$ cat config.mk
export PLATFORM = sky130hd
export DESIGN_NAME = array_15_port_ctrl
export DESIGN_NICKNAME = d
export VERILOG_FILES = /design/src/rtl/array_15_port_ctrl.sv
export SDC_FILE = /design/constraint.sdc
export NUM_CORES = 1
export LEC_CHECK = 0
export BUFFER_PORTS_ARGS = -buffer_cell sky130_fd_sc_hd__buf_2
export CAP_MARGIN = 40
export CORE_ASPECT_RATIO = 1.2
export CORE_MARGIN = 1.5
export CORE_UTILIZATION = 47
export DETAILED_ROUTE_END_ITERATION = 7
export PLACE_DENSITY_LB_ADDON = 0.2
export SLEW_MARGIN = 30
export SYNTH_ARGS = -nofsm -noshare
export SYNTH_HDL_FRONTEND = slang
export SYNTH_SLANG_ARGS = --single-unit
$ cat constraint.sdc
create_clock -name clock -period 3.08 [get_ports clock]
set_input_delay 0.154 -clock clock [delete_from_list [all_inputs] [get_ports clock]]
set_output_delay 0.154 -clock clock [all_outputs]
set_load 0.01 [all_outputs]
$ cat src/rtl/array_15_port_ctrl.sv
// ---------------------------------------------------------------------------
// array_15_port_ctrl
//   Request-side controller for the 512x84 single-port array_15_ext macro
//   (RW0 port, 1-cycle read latency). It issues at most one macro access per
//   cycle. Read data is captured in a response FIFO so the consumer can apply
//   backpressure.
//
// Optional feature, enabled by defining ARRAY15_CTRL_INIT_EN:
//   After reset the array is swept with zero writes (addresses 0..511, one
//   per cycle) before any request is accepted.
//
// Parameters
//   RESP_DEPTH  response FIFO entries (2..8); also the outstanding-read credit
//
// Ports
//   clock, reset            clock and asynchronous active-high reset
//   req_valid/req_ready     request handshake
//   req_write, req_addr     request kind (1 = write) and array index
//   req_mask, req_wdata     write lane enables (lane i = bits [i*21 +: 21]), data
//   resp_valid/resp_ready   response handshake
//   resp_rdata              oldest read data
//   init_done               controller is in RUN
//   RW0_*                   macro port (en, addr, wmode, wmask, wdata, rdata)
//
// Handshake: a transfer happens on a rising edge where valid && ready are
// both high. valid, once raised, is expected to hold with stable payload
// until the transfer; ready never depends combinationally on the same
// interface's valid or payload.
// ---------------------------------------------------------------------------
module array_15_port_ctrl #(
  parameter int RESP_DEPTH = 4
) (
  input  logic        clock,
  input  logic        reset,
  input  logic        req_valid,
  output logic        req_ready,
  input  logic        req_write,
  input  logic [8:0]  req_addr,
  input  logic [3:0]  req_mask,
  input  logic [83:0] req_wdata,
  output logic        resp_valid,
  input  logic        resp_ready,
  output logic [83:0] resp_rdata,
  output logic        init_done,
  output logic        RW0_en,
  output logic [8:0]  RW0_addr,
  output logic        RW0_wmode,
  output logic [3:0]  RW0_wmask,
  output logic [83:0] RW0_wdata,
  input  logic [83:0] RW0_rdata
);

  localparam int OCC_W = $clog2(RESP_DEPTH + 1);
  localparam int PTR_W = $clog2(RESP_DEPTH);
  localparam logic [PTR_W-1:0] PTR_LAST  = PTR_W'(RESP_DEPTH - 1);
  localparam logic [OCC_W-1:0] OCC_FULL  = OCC_W'(RESP_DEPTH);
  localparam logic [OCC_W:0]   CREDIT_LIM = (OCC_W + 1)'(RESP_DEPTH);

  logic             fire;
  logic             push;
  logic             pop;
  logic             inflight;
  logic             inflight_next;
  logic             ready_q;
  logic             init_done_next;
  logic             credit_next;
  logic [OCC_W-1:0] occ;
  logic [OCC_W-1:0] occ_next;
  logic [PTR_W-1:0] head;
  logic [PTR_W-1:0] tail;
  logic [83:0]      fifo_mem [RESP_DEPTH];

  // Pointers wrap modulo RESP_DEPTH, which need not be a power of two.
  function automatic logic [PTR_W-1:0] ptr_inc(input logic [PTR_W-1:0] p);
    return (p == PTR_LAST) ? '0 : p + 1'b1;
  endfunction

  assign fire          = req_valid && req_ready;
  assign inflight_next = fire && !req_write;
  assign push          = inflight;
  assign pop           = resp_valid && resp_ready;
  assign resp_valid    = (occ != '0);
  assign resp_rdata    = fifo_mem[head];

  // req_ready is a flop loaded with next cycle's credit check, so it is
  // purely registered and reads 0 while reset is held.
  assign req_ready = ready_q;

  always_comb begin
    occ_next = occ;
    case ({push, pop})
      2'b10:   occ_next = occ + 1'b1;
      2'b01:   occ_next = occ - 1'b1;
      default: occ_next = occ;
    endcase
  end

  // Writes are held off too when credits run out; one shared ready keeps
  // the request side simple.
  assign credit_next = (({1'b0, occ_next} + {{OCC_W{1'b0}}, inflight_next}) < CREDIT_LIM);

`ifdef ARRAY15_CTRL_INIT_EN
  typedef enum logic {ST_INIT, ST_RUN} state_t;
  state_t     state;
  state_t     state_next;
  logic [8:0] init_addr;

  always_ff @(posedge clock or posedge reset) begin
    if (reset) begin
      state     <= ST_INIT;
      init_addr <= '0;
    end else begin
      state <= state_next;
      if (state == ST_INIT) init_addr <= init_addr + 9'd1;
    end
  end

  assign init_done      = (state == ST_RUN);
  assign init_done_next = (state_next == ST_RUN);
`else
  assign init_done      = 1'b1;
  assign init_done_next = 1'b1;
`endif

  // Next-state and macro port drive.
  always_comb begin
    RW0_en    = fire;
    RW0_addr  = req_addr;
    RW0_wmode = req_write;
    RW0_wmask = req_write ? req_mask : 4'h0;
    RW0_wdata = req_wdata;
`ifdef ARRAY15_CTRL_INIT_EN
    state_next = state;
    if (state == ST_INIT) begin
      if (init_addr == 9'h1FF) state_next = ST_RUN;
      // Gated by reset so the sweep write does not hit the macro while
      // reset is still held.
      RW0_en    = !reset;
      RW0_addr  = init_addr;
      RW0_wmode = 1'b1;
      RW0_wmask = 4'hF;
      RW0_wdata = '0;
    end
`endif
  end

  always_ff @(posedge clock or posedge reset) begin
    if (reset) begin
      ready_q  <= 1'b0;
      inflight <= 1'b0;
      occ      <= '0;
      head     <= '0;
      tail     <= '0;
    end else begin
      ready_q  <= init_done_next && credit_next;
      inflight <= inflight_next;
      occ      <= occ_next;
      if (push) tail <= ptr_inc(tail);
      if (pop)  head <= ptr_inc(head);
    end
  end

  // Data storage needs no reset; occupancy alone decides what is valid.
  always_ff @(posedge clock) begin
    if (push) fifo_mem[tail] <= RW0_rdata;
  end

  // The credit rule must never let a read land in a full FIFO.
  a_no_overflow: assert property (@(posedge clock) disable iff (reset)
    push |-> (occ != OCC_FULL));

endmodule

[After elaboration in Yosys (flattened, before gate mapping)]
Memory sizes are Yosys's and may differ from the RTL's.
Index checks and enable logic that the tools add are counted.
Word-level totals
  flip-flop bits (word level): 9
  latch bits: 0
  bits in writable memories: 336
  memory bits (read-only): 0
  logic and storage cells: 27
  memories: 1
Operators by class
  $add $sub $neg: 5
  multipliers: 0
  div/mod/pow operators: 0
  order comparisons: 1
  equal/unequal tests: 4
  shifts and indexed selects: 0
  mux-type cells: 6
  bitwise logic cells: 0
  reduce and logical (&&, ||, !) cells: 5
Memories
  fifo_mem: depth 4, width 84, rd ports 1, clocked after memory_dff 0, write ports 1, RTL line 71  | logic [83:0] fifo_mem [RESP_DEPTH];
Operator list (count)
  $eq 2x2->1 const B: 3
  $pmux 3 s2: 1
  $add 2x1->2 const B: 2
  $add 3x1->4: 1
  $lt 4x3->1 const B: 1
  $mux 2: 2
  $mux 4: 1
  $add 3x1->3 const B: 1
  $logic_and 1x1->1: 3
  $reduce_bool 3->1: 1
  $sub 3x1->3 const B: 1
  $eq 2x1->1 const B: 1
  $mux 1: 2
  $logic_not 1->1: 1

[Depth between registers and ports, before layout]
  word-level depth: 6
  gate-level depth with buffers: 9
  gate-level depth less buffers: 9

[Least setup slack after synthesis]
Ideal clock, no wire load.
  kind: reg2reg
  start point: register tail[0]
  end point: memory fifo_mem[0][0], enable pin
  data arrival time: 2.572 ns
  data required time: 2.629 ns
  setup slack: 0.056 ns
  stages on the path, launching flop included: 4
  period minus slack after synthesis: 3.024 ns
  cells stage by stage: dfrtp_1 > inv_1 > ha_1 > and2_1
RTL lines
  start: declaration: RTL line 70  | logic [PTR_W-1:0] tail;
  start signal: assignment: RTL line 158  | if (push) tail <= ptr_inc(tail);
  end: declaration: RTL line 71
Straight into the memory's write port.

[Final worst setup path]
  start point: register head[0]
  end point: output resp_rdata[65]
Between the ends
  word-level cells in the longest chain between the ends: 1
RTL lines
  start: declaration: RTL line 69  | logic [PTR_W-1:0] head;
  start signal: assignment: RTL line 159  | if (pop) head <= ptr_inc(head);
  $mem_v2 4x84
  end: declaration: RTL line 43  | output logic [83:0] resp_rdata,
Every way passes these cells.

==> impl_metrics.tcl <==
set metrics [dict create \
    clock_latency_ns 0.50 \
    cts-buffers-inserted 36 \
    ios 372 \
    dr.pass1.iters 4 \
    hold_viol 0 \
    placed_cells 1051 \
    max-slew-margin-rel_pct 56.5 \
    end_kind "output pin" \
    wl_per_cell_um 22.8 \
    postSynthAreaPerCell_um2 22.8 \
    gp_congestion 0.760 \
    vias_per_cell 5.17 \
    ys_seq_area_share_pct 76.9 \
    dieArea_um2 29600 \
    synth_common_cells "336 x edfxtp_1, 99 x buf_4, 84 x mux4_2" \
    cp_max_fo 33 \
    clk_transition_reported_paths_ns 0.06 \
    fmax_ghz 0.383 \
    hold_path_class "in2reg" \
    start_util_pct 47.9 \
    min_delay_path_depth 3 \
    crit_type "reg2out" \
    grt_overflow 0 \
    layout-drive-gt1-share_pct 41.6 \
    fin_crit_sh_pct 84.7 \
    rsz0062_at_grt "false" \
    fin_nets 990 \
    die_h_um 188 \
    num_rows 67 \
    synthArstFlopShare_pct 2.61 \
    antenna_left 0 \
    antenna_found_initial 1 \
    vias 6224 \
    cts_tree "yes" \
    routed_wl_um 27400 \
    portBuffers 184 \
    start_kind "flip-flop" \
    setup_tns_ns 0 \
    slew_violations 0 \
    synthDistinctLibCells 28 \
    ir_worst_vdd_uv 593 \
    tightest_slew_ns 0.652 \
    clockBufferDepth 3 \
    grt_pass1_wl_um 41200 \
    clock_skew_ns 0.0112 \
    post-cts-setup-buffers 0 \
    leakagePower_nw 5.62 \
    yosys-top-cells-area "edfxtp_1 75%, mux4_2 14%, buf_4 5.5%" \
    synth_ff_type "edfxtp_1" \
    synth-edff-count 336 \
    grt_pass1_vias 7127 \
    grt_max_degree 55 \
    core-area_um2 28000 \
    finalSetupViolCount 0 \
    synth_top_area_share_pct 75.3 \
    power.total_mw 13.8 \
    fin_area_um2 16200 \
    area_growth_pct 20.7 \
    cp.arrival_ns 2.45 \
    power.density_nw_per_um2 850 \
    dp_hpwl_um 17100 \
    ys_ff_latch 345 \
    status "completed" \
    syn_area_um2 13400 \
    clock-sinks 345 \
    cp.required_ns 2.93 \
    drc_errors 0 \
    syn_inst 588 \
    yosysWarnings 0 \
    place_area_um2 14100 \
    drtIter0Drc 321 \
    finalNonFillerCells 1203 \
    track_usage_pct 19.0 \
    maxCapViolCount 0 \
    period_needed_ns 2.61 \
    synth_nets 781 \
    reg2regPathDepth 9 \
    synth_most_common_cell "edfxtp_1" \
    cts_max_level 2 \
    cts_root_buffer "clkbuf_16" \
    yosys.area.top_type "edfxtp_1" \
    die_x_um 157 \
]
==> kinds of logic after synthesis <==
| family | synth area share [%] |
|---|---|
| compound gates | 0.289 |
| xor+xnor | 0.131 |
| fa+ha+maj | 0.709 |
| buf+inv | 6.90 |
| flops | 76.9 |
| mux | 14.3 |
| other cells | 0.0280 |
| simple gates | 0.737 |
==> report_power, final <==
part	switching (mW)	leakage (nW)	internal, mW
combinational	1.74	1.88	1.75
sequential	0.291	3.14	5.56
clock	1.70	0.590	2.71
total	3.74	5.62	10.0
==> flip-flops by register name, summed over array words and instances, names as in the netlist <==
signal,count
req_ready,1
inflight,1
head,2
tail,2
fifo_mem,336
occ,3
==> per-stage QoR <==
stage,worst slack (ns),hold slack [ns],utilization (%)
after floorplan,0.0565,-0.0181,-
after global placement,0.767,0.131,50.4
after detailed placement,0.541,0.142,50.4
after CTS,0.378,0.0231,57.8
after global routing,0.289,0.0391,57.8
final,0.471,0.0440,57.8
==> repair_timing <==
item                      CTS  global route
hold buffers               87             0
resized for setup           0             0
hold endpoints to repair  346             0
==> area by class of cell <==
cell class	instances	area [um2]
flip-flops and latches	345	10300
repair buffers	285	1970
fillers	2080	11800
clock buffers	45	956
well taps	379	474
multi-input cells	120	2180
inverters	9	33.8
diodes	1	2.50
clock inverters	19	246
==> final timing paths <==
path / start / endpoint / slack, ns
setup / recovery: head[0]$_DFFE_PP0N_ / resp_rdata[65] / 0.47
hold / removal: resp_ready / head[0]$_DFFE_PP0N_ / 0.04
setup reg to reg: occ[0]$_DFF_PP0_ / req_ready$_DFF_PP0_ / 0.55
hold reg to reg: occ[0]$_DFF_PP0_ / occ[0]$_DFF_PP0_ / 0.56
max in group asynchronous: reset / head[1]$_DFFE_PP0N_ / 2.63
min in group asynchronous: reset / tail[1]$_DFFE_PP0P_ / 0.16
==> critical path, stage by stage (launching register included) <==
cell and delay (ns):
dfrtp_4 0.86, buf_4 0.35, mux4_2 0.56, buf_2 0.16
==> per-layer routing <==
layer	GRT usage [%]	vias to the layer above	wire, um
li1	-	2710	-
met1	21.8	3211	10200
met2	32.7	212	14400
met3	5.11	89	1870
met4	8.78	2	998
met5	1.36	-	49
==> cell usage in the layout, fill, tap and decap left out, drive strengths merged <==
cell / count
edfxtp: 336
buf: 198
dlygate4sd3: 87
mux4: 84
clkbuf: 45
clkinv: 12
inv: 10
dfrtp: 9
and2: 8
ha: 6
bufinv: 6
nand2: 3
or3: 2
o21ai: 2
nor2: 2
mux2: 2
diode: 1
nor2b: 1
a21oi: 1
xnor2: 1
xor2: 1
o21a: 1
nor3: 1
or2: 1
a2111oi: 1
a211oi: 1
fa: 1
conb: 1
Power figures use the tool's default switching activity.
